[src/rtl/ex_muldiv_sub.sv]
// HI/LO execute sub-stage: pipelined multiply, iterative restoring divide and MF/MT moves.
// Owns the architectural HI/LO pair; at most one op in flight, valid/ready on both sides.
module ex_muldiv_sub #(
  parameter int unsigned DATA_W   = 32,
  parameter int unsigned MUL_LAT  = 2,
  parameter int unsigned DIV_BITS = 1
) (
  input  logic              clk,
  input  logic              reset,
  input  logic              flush,
  input  logic              in_valid,
  output logic              in_ready,
  input  logic [7:0]        in_op,
  input  logic [DATA_W-1:0] in_src1,
  input  logic [DATA_W-1:0] in_src2,
  input  logic [4:0]        in_dest,
  input  logic [31:0]       in_pc,
  output logic              out_valid,
  input  logic              out_ready,
  output logic              out_gr_we,
  output logic [4:0]        out_dest,
  output logic [DATA_W-1:0] out_result,
  output logic [31:0]       out_pc,
  output logic              fwd_valid,
  output logic [4:0]        fwd_dest,
  output logic [DATA_W-1:0] fwd_result,
  output logic              busy
);

  localparam int unsigned PROD_W    = 2 * DATA_W;
  localparam int unsigned DIV_ITERS = DATA_W / DIV_BITS;
  localparam int unsigned CNT_MAX   = (MUL_LAT > DIV_ITERS) ? MUL_LAT : DIV_ITERS;
  localparam int unsigned CNT_W     = $clog2(CNT_MAX + 1);

  typedef enum logic [1:0] {S_IDLE, S_MUL, S_DIV, S_DONE} state_e;

  state_e            state_q, state_d;
  logic [CNT_W-1:0]  cnt_q, cnt_d;
  logic              setup_q, setup_d;
  logic              sgn_q, sgn_d;
  logic              qneg_q, qneg_d;
  logic              rneg_q, rneg_d;
  logic [DATA_W-1:0] op_a_q, op_a_d;
  logic [DATA_W-1:0] op_b_q, op_b_d;
  logic [DATA_W-1:0] rem_q, rem_d;
  logic [DATA_W-1:0] quo_q, quo_d;
  logic [DATA_W-1:0] hi_q, hi_d;
  logic [DATA_W-1:0] lo_q, lo_d;
  logic [31:0]       pc_q, pc_d;
  logic              out_valid_q, out_valid_d;
  logic              out_gr_we_q, out_gr_we_d;
  logic [4:0]        out_dest_q, out_dest_d;
  logic [DATA_W-1:0] out_result_q, out_result_d;
  logic [31:0]       out_pc_q, out_pc_d;

  logic              accept_c, onehot_c, is_mf_c;
  logic              a_neg_c, b_neg_c;
  logic [DATA_W-1:0] abs_a_c, abs_b_c;
  logic [DATA_W:0]   rem_step_c;
  logic [DATA_W-1:0] quo_step_c, quo_fix_c, rem_fix_c;
  logic [PROD_W-1:0] mul_a_c, mul_b_c, prod_c;

  assign in_ready = (state_q == S_IDLE) && (!out_valid_q || out_ready) && !flush;
  assign accept_c = in_valid && in_ready;
  assign onehot_c = (in_op != 8'd0) && ((in_op & (in_op - 8'd1)) == 8'd0);
  assign is_mf_c  = onehot_c && (in_op[4] || in_op[5]);

  // Operand magnitudes for the divide setup cycle
  assign a_neg_c = sgn_q & op_a_q[DATA_W-1];
  assign b_neg_c = sgn_q & op_b_q[DATA_W-1];
  assign abs_a_c = a_neg_c ? (~op_a_q + DATA_W'(1)) : op_a_q;
  assign abs_b_c = b_neg_c ? (~op_b_q + DATA_W'(1)) : op_b_q;

  // Low 2W bits of the extended product are correct for both signed and unsigned
  assign mul_a_c = {{DATA_W{sgn_q & op_a_q[DATA_W-1]}}, op_a_q};
  assign mul_b_c = {{DATA_W{sgn_q & op_b_q[DATA_W-1]}}, op_b_q};
  assign prod_c  = mul_a_c * mul_b_c;

  // One divide iteration: DIV_BITS restoring shift-subtract steps on the magnitudes
  always_comb begin : div_step
    rem_step_c = {1'b0, rem_q};
    quo_step_c = quo_q;
    for (int unsigned i = 0; i < DIV_BITS; i++) begin
      rem_step_c = {rem_step_c[DATA_W-1:0], quo_step_c[DATA_W-1]};
      quo_step_c = {quo_step_c[DATA_W-2:0], 1'b0};
      if (rem_step_c >= {1'b0, op_b_q}) begin
        rem_step_c    = rem_step_c - {1'b0, op_b_q};
        quo_step_c[0] = 1'b1;
      end
    end
  end

  assign quo_fix_c = qneg_q ? (~quo_step_c + DATA_W'(1)) : quo_step_c;
  assign rem_fix_c = rneg_q ? (~rem_step_c[DATA_W-1:0] + DATA_W'(1)) : rem_step_c[DATA_W-1:0];

  always_comb begin : next_state
    state_d      = state_q;
    cnt_d        = cnt_q;
    setup_d      = setup_q;
    sgn_d        = sgn_q;
    qneg_d       = qneg_q;
    rneg_d       = rneg_q;
    op_a_d       = op_a_q;
    op_b_d       = op_b_q;
    rem_d        = rem_q;
    quo_d        = quo_q;
    hi_d         = hi_q;
    lo_d         = lo_q;
    pc_d         = pc_q;
    out_valid_d  = out_valid_q;
    out_gr_we_d  = out_gr_we_q;
    out_dest_d   = out_dest_q;
    out_result_d = out_result_q;
    out_pc_d     = out_pc_q;

    if (out_valid_q && out_ready) begin
      out_valid_d = 1'b0;
    end

    case (state_q)
      S_IDLE: begin
        if (accept_c) begin
          if (onehot_c && (in_op[0] || in_op[1])) begin
            state_d = S_MUL;
            cnt_d   = CNT_W'(MUL_LAT - 1);
            sgn_d   = in_op[0];
            op_a_d  = in_src1;
            op_b_d  = in_src2;
            pc_d    = in_pc;
          end else if (onehot_c && (in_op[2] || in_op[3])) begin
            state_d = S_DIV;
            cnt_d   = CNT_W'(DIV_ITERS);
            setup_d = 1'b1;
            sgn_d   = in_op[2];
            op_a_d  = in_src1;
            op_b_d  = in_src2;
            pc_d    = in_pc;
          end else begin
            // Moves and malformed encodings retire straight from the accept edge
            out_valid_d  = 1'b1;
            out_gr_we_d  = is_mf_c;
            out_dest_d   = is_mf_c ? in_dest : 5'd0;
            out_pc_d     = in_pc;
            out_result_d = '0;
            if (onehot_c && in_op[4]) out_result_d = hi_q;
            if (onehot_c && in_op[5]) out_result_d = lo_q;
            if (onehot_c && in_op[6]) hi_d = in_src1;
            if (onehot_c && in_op[7]) lo_d = in_src1;
          end
        end
      end
      S_MUL: begin
        if (cnt_q == '0) begin
          {hi_d, lo_d} = prod_c;
          state_d      = S_DONE;
          out_valid_d  = 1'b1;
          out_gr_we_d  = 1'b0;
          out_dest_d   = 5'd0;
          out_result_d = '0;
          out_pc_d     = pc_q;
        end else begin
          cnt_d = cnt_q - CNT_W'(1);
        end
      end
      S_DIV: begin
        if (setup_q) begin
          setup_d = 1'b0;
          op_b_d  = abs_b_c;
          quo_d   = abs_a_c;
          rem_d   = '0;
          qneg_d  = a_neg_c ^ b_neg_c;
          rneg_d  = a_neg_c;
        end else begin
          rem_d = rem_step_c[DATA_W-1:0];
          quo_d = quo_step_c;
          cnt_d = cnt_q - CNT_W'(1);
          if (cnt_q == CNT_W'(1)) begin
            state_d      = S_DONE;
            out_valid_d  = 1'b1;
            out_gr_we_d  = 1'b0;
            out_dest_d   = 5'd0;
            out_result_d = '0;
            out_pc_d     = pc_q;
            // Divide by zero skips sign fixup: quotient all ones, remainder is raw dividend
            if (op_b_q == '0) begin
              lo_d = '1;
              hi_d = op_a_q;
            end else begin
              lo_d = quo_fix_c;
              hi_d = rem_fix_c;
            end
          end
        end
      end
      S_DONE: begin
        state_d = S_IDLE;
      end
      default: begin
        state_d = S_IDLE;
      end
    endcase

    // Flush kills anything in flight, including a completion on this same edge
    if (flush) begin
      state_d     = S_IDLE;
      out_valid_d = 1'b0;
      out_gr_we_d = 1'b0;
      hi_d        = hi_q;
      lo_d        = lo_q;
    end
  end

  always_ff @(posedge clk or negedge reset) begin : regs
    if (!reset) begin
      state_q      <= S_IDLE;
      cnt_q        <= '0;
      setup_q      <= 1'b0;
      sgn_q        <= 1'b0;
      qneg_q       <= 1'b0;
      rneg_q       <= 1'b0;
      op_a_q       <= '0;
      op_b_q       <= '0;
      rem_q        <= '0;
      quo_q        <= '0;
      hi_q         <= '0;
      lo_q         <= '0;
      pc_q         <= '0;
      out_valid_q  <= 1'b0;
      out_gr_we_q  <= 1'b0;
      out_dest_q   <= '0;
      out_result_q <= '0;
      out_pc_q     <= '0;
    end else begin
      state_q      <= state_d;
      cnt_q        <= cnt_d;
      setup_q      <= setup_d;
      sgn_q        <= sgn_d;
      qneg_q       <= qneg_d;
      rneg_q       <= rneg_d;
      op_a_q       <= op_a_d;
      op_b_q       <= op_b_d;
      rem_q        <= rem_d;
      quo_q        <= quo_d;
      hi_q         <= hi_d;
      lo_q         <= lo_d;
      pc_q         <= pc_d;
      out_valid_q  <= out_valid_d;
      out_gr_we_q  <= out_gr_we_d;
      out_dest_q   <= out_dest_d;
      out_result_q <= out_result_d;
      out_pc_q     <= out_pc_d;
    end
  end

  assign out_valid  = out_valid_q;
  assign out_gr_we  = out_gr_we_q;
  assign out_dest   = out_dest_q;
  assign out_result = out_result_q;
  assign out_pc     = out_pc_q;
  assign fwd_valid  = out_valid_q & out_gr_we_q;
  assign fwd_dest   = out_dest_q;
  assign fwd_result = out_result_q;
  assign busy       = (state_q != S_IDLE);

endmodule

[config.mk]
export PLATFORM = sky130hd
export DESIGN_NAME = ex_muldiv_sub
export DESIGN_NICKNAME = d
export VERILOG_FILES = /design/src/rtl/ex_muldiv_sub.sv
export SDC_FILE = /design/constraint.sdc
export NUM_CORES = 2
export LEC_CHECK = 0
export CAP_MARGIN = 10
export CORE_MARGIN = 4
export CORE_UTILIZATION = 30
export CTS_CLUSTER_SIZE = 25
export DETAILED_ROUTE_END_ITERATION = 12
export PLACE_DENSITY = 0.54
export SKIP_LAST_GASP = 1
export SYNTH_ARGS = -nofsm -noshare
export SYNTH_HDL_FRONTEND = slang
export SYNTH_SLANG_ARGS = --single-unit
[constraint.sdc]
create_clock -name clk -period 8.65 [get_ports clk]
set_input_delay 0.865 -clock clk [delete_from_list [all_inputs] [get_ports clk]]
set_output_delay 0.865 -clock clk [all_outputs]
set_load 0.02 [all_outputs]
==> flow_summary.json <==
{
  "worstSetupStartpoint": "op_b_q[2]$_DFFE_PN0P_",
  "yosysTopAreaCell": "fa_1",
  "rows": 160,
  "crit_buf_inv": 11,
  "n_fill_cell": 19855,
  "cts-root-buf": "clkbuf_16",
  "hold_path_class": "primary input to asynchronous set/reset pin",
  "syn_area_per_cell_um2": 8.78,
  "fmax_mhz": 118,
  "setup.worst_path.start_class": "flop",
  "htreeDepth": 2,
  "hold_viol": 0,
  "path_max_fanout": 11,
  "io_pins": 225,
  "clkSlewWorstSetupHoldPaths_ps": 60,
  "clk_path_buf_depth": 3,
  "synth_top_family_by_area": "adder cells",
  "synthSimpleGateAreaFrac": 0.151,
  "dieWidth_um": 447,
  "gr-total-overflow": 0,
  "routed_wl_mm": 219,
  "setup_ws_ps": 166,
  "synthTopCellsByCount": "inv_1 (1212), fa_1 (1126), nand2_1 (1013)",
  "synth-xor-area-share": 0.0264,
  "drt-initial-drc-count": 3709,
  "cts_tree": "yes",
  "synth_most_common_cell": "inv_1",
  "layout_min_cycle_time_ps": 8480,
  "routed-via-count": 47473,
  "cp_common_cell": "fa_1",
  "setup_viol": 0,
  "tns_ps": 0,
  "synth-main-ff-cell": "dfrtp_1",
  "post-route-drc-count": 0,
  "final_max_slew_viol_count": 0,
  "async_flop_share": 1.00,
  "netlist_instances": 6582,
  "yosys.area.top_type_share": 0.390,
  "gp_congestion": 0.960,
  "syn_area_um2": 57800,
  "synth-seq-area-share": 0.133,
  "portBuffers": 224,
  "slew_headroom": 0.190,
  "floorplan.initialDensity": 0.303,
  "core_area_um2": 191000,
  "grt.total_usage": 0.218,
  "synthMuxAreaShare": 0.0219,
  "synth_compound_area_frac": 0.111,
  "yosysWarnings": 0,
  "cts_buffers": 36,
  "hpwlAfterDp_mm": 180,
  "reg2reg_from": "op_b_q[2]$_DFFE_PN0P_",
  "worstSetupPathType": "flop to flop",
  "synth_fp_nets": 8077,
  "synthAdderAreaFrac": 0.445,
  "antenna_found_initial": 12,
  "viasPerCell": 5.09,
  "synth_edf_count": 0,
  "slowest_stage": "fa_1",
  "cp_top_family": "adder cells",
  "critical_path_required_ps": 9160,
  "worstMarginPinSlew_ps": 1220,
  "place_ws_ps": -121,
  "wl_per_cell_um": 23.5,
  "ys_seq_elements": 307,
  "antenna_left": 0,
  "drive_gt1_frac": 0.0907,
  "clock-skew-final_ps": 37.0,
  "grt_pass1_wl_mm": 328,
  "ys_top_cells_by_area": "fa_1 (39%), dfrtp_1 (13%), inv_1 (7.9%), nand2_1 (6.6%), ha_1 (5.5%)",
  "status": "finished clean",
  "die-area_um2": 200000,
  "endpoint_kind": "flop",
  "grt_max_degree": 90,
  "final_min_period_over_clock_period": 0.981,
  "numClockSinks": 307,
  "grt_pass1_vias": 49442,
  "areaGrowthSynthToFinish_pct": 14.5,
  "clock_latency_ps": 590,
  "drv_cap": 0,
  "cp_data_arrival_time_ps": 8990,
  "dr.pass1.iters": 6,
  "die_y_um": 447,
  "rsz0062_at_grt": "yes",
  "cts-hold-fix-buffers": 0,
  "fin_nets": 8262,
  "ys_types": 92,
  "slowest_delay_ps": 540
}
[per-stage QoR]
step	area (µm²)	instances	utilization	hold slack, ps
4_1_cts	66000	9296	0.345	274
3_5_place_dp	64700	9231	0.339	467
6_report	66200	9318	0.347	224
3_3_place_gp	64700	9231	0.339	460
5_1_grt	66200	9311	0.347	273
2_1_floorplan	57800	6582	-	449
[metal layers]
metal,wire length (µm),up-vias,global-route usage
li1,-,20785,-
met2,101000,1793,0.354
met5,7,-,0
met1,91300,24534,0.290
met4,13000,2,0.104
met3,14000,359,0.0269
[area by class of cell]
type	instances	area (µm²)	share of cell area
Antenna cell	13	32.5	0.000491
Clock buffer	47	1000	0.0151
Clock inverter	18	214	0.00323
Inverter	1217	4580	0.0691
Multi-Input combinational cell	4599	43900	0.662
Sequential cell	307	7700	0.116
Tap cell	2511	3140	0.0474
Timing Repair Buffer	606	5700	0.0860
[worst reg2reg max path: cells and delay by family, from the launching register on]
| family | cells | cell delay [ps] |
|---|---|---|
| adder cells (fa/ha/maj) | 9 | 4380 |
| XOR/XNOR | 1 | 440 |
| AND/OR/NAND/NOR | 3 | 560 |
| buffers and inverters | 11 | 1230 |
| AO/OA/AOI/OAI | 8 | 1340 |
| flip-flops | 1 | 500 |
[layout by cell type (no fill, tap or decap), types with 67 or more instances in the layout]
master	n
a21o_1	86
nor2_1	315
and2_1	272
clkdlybuf4s50_1	223
ha_1	252
inv_1	1208
o21ai_0	248
dfrtp_1	292
o31ai_1	68
fa_1	1121
buf_4	334
nand3_1	67
nand2_1	1012
mux2_2	67
xnor2_1	120
a21oi_1	223
[registers in the layout (all words and copies together) (netlist names)]
register	count
pc_q	32
setup_q	1
lo_q	32
quo_q	32
sgn_q	1
cnt_q	6
state_q	2
out_valid	1
op_a_q	32
qneg_q	1
fwd_result	32
out_gr_we	1
hi_q	32
op_b_q	32
rem_q	32
out_pc	32
fwd_dest	5
rneg_q	1
[kinds of logic after synthesis]
family / Yosys count
AO/OA/AOI/OAI: 987
multiplexers: 118
adder cells (fa/ha/maj): 1382
AND/OR/NAND/NOR: 1938
XOR/XNOR: 174
buffers and inverters: 1676
flip-flops: 307
[timing repair]
item,CTS,global route
pin swaps,0,6
gates resized for setup,6,47
setup buffers,0,9
endpoints found under the setup margin,3,18
[final timing paths]
path	end	slack (ps)	depth (start not counted)
min in group clk	lo_q[9]$_DFFE_PN0P_	480	1
max in group asynchronous	op_b_q[6]$_DFFE_PN0P_	6880	2
worst max-delay path	hi_q[28]$_DFFE_PN0P_	170	32
worst min-delay path	fwd_dest[2]$_DFFE_PN0P_	220	1
worst min register to register	lo_q[9]$_DFFE_PN0P_	480	1
worst max register to register	hi_q[28]$_DFFE_PN0P_	170	32
Power is not shown: default switching activity piles up to over one toggle a cycle in this logic, so the estimate is an artifact.
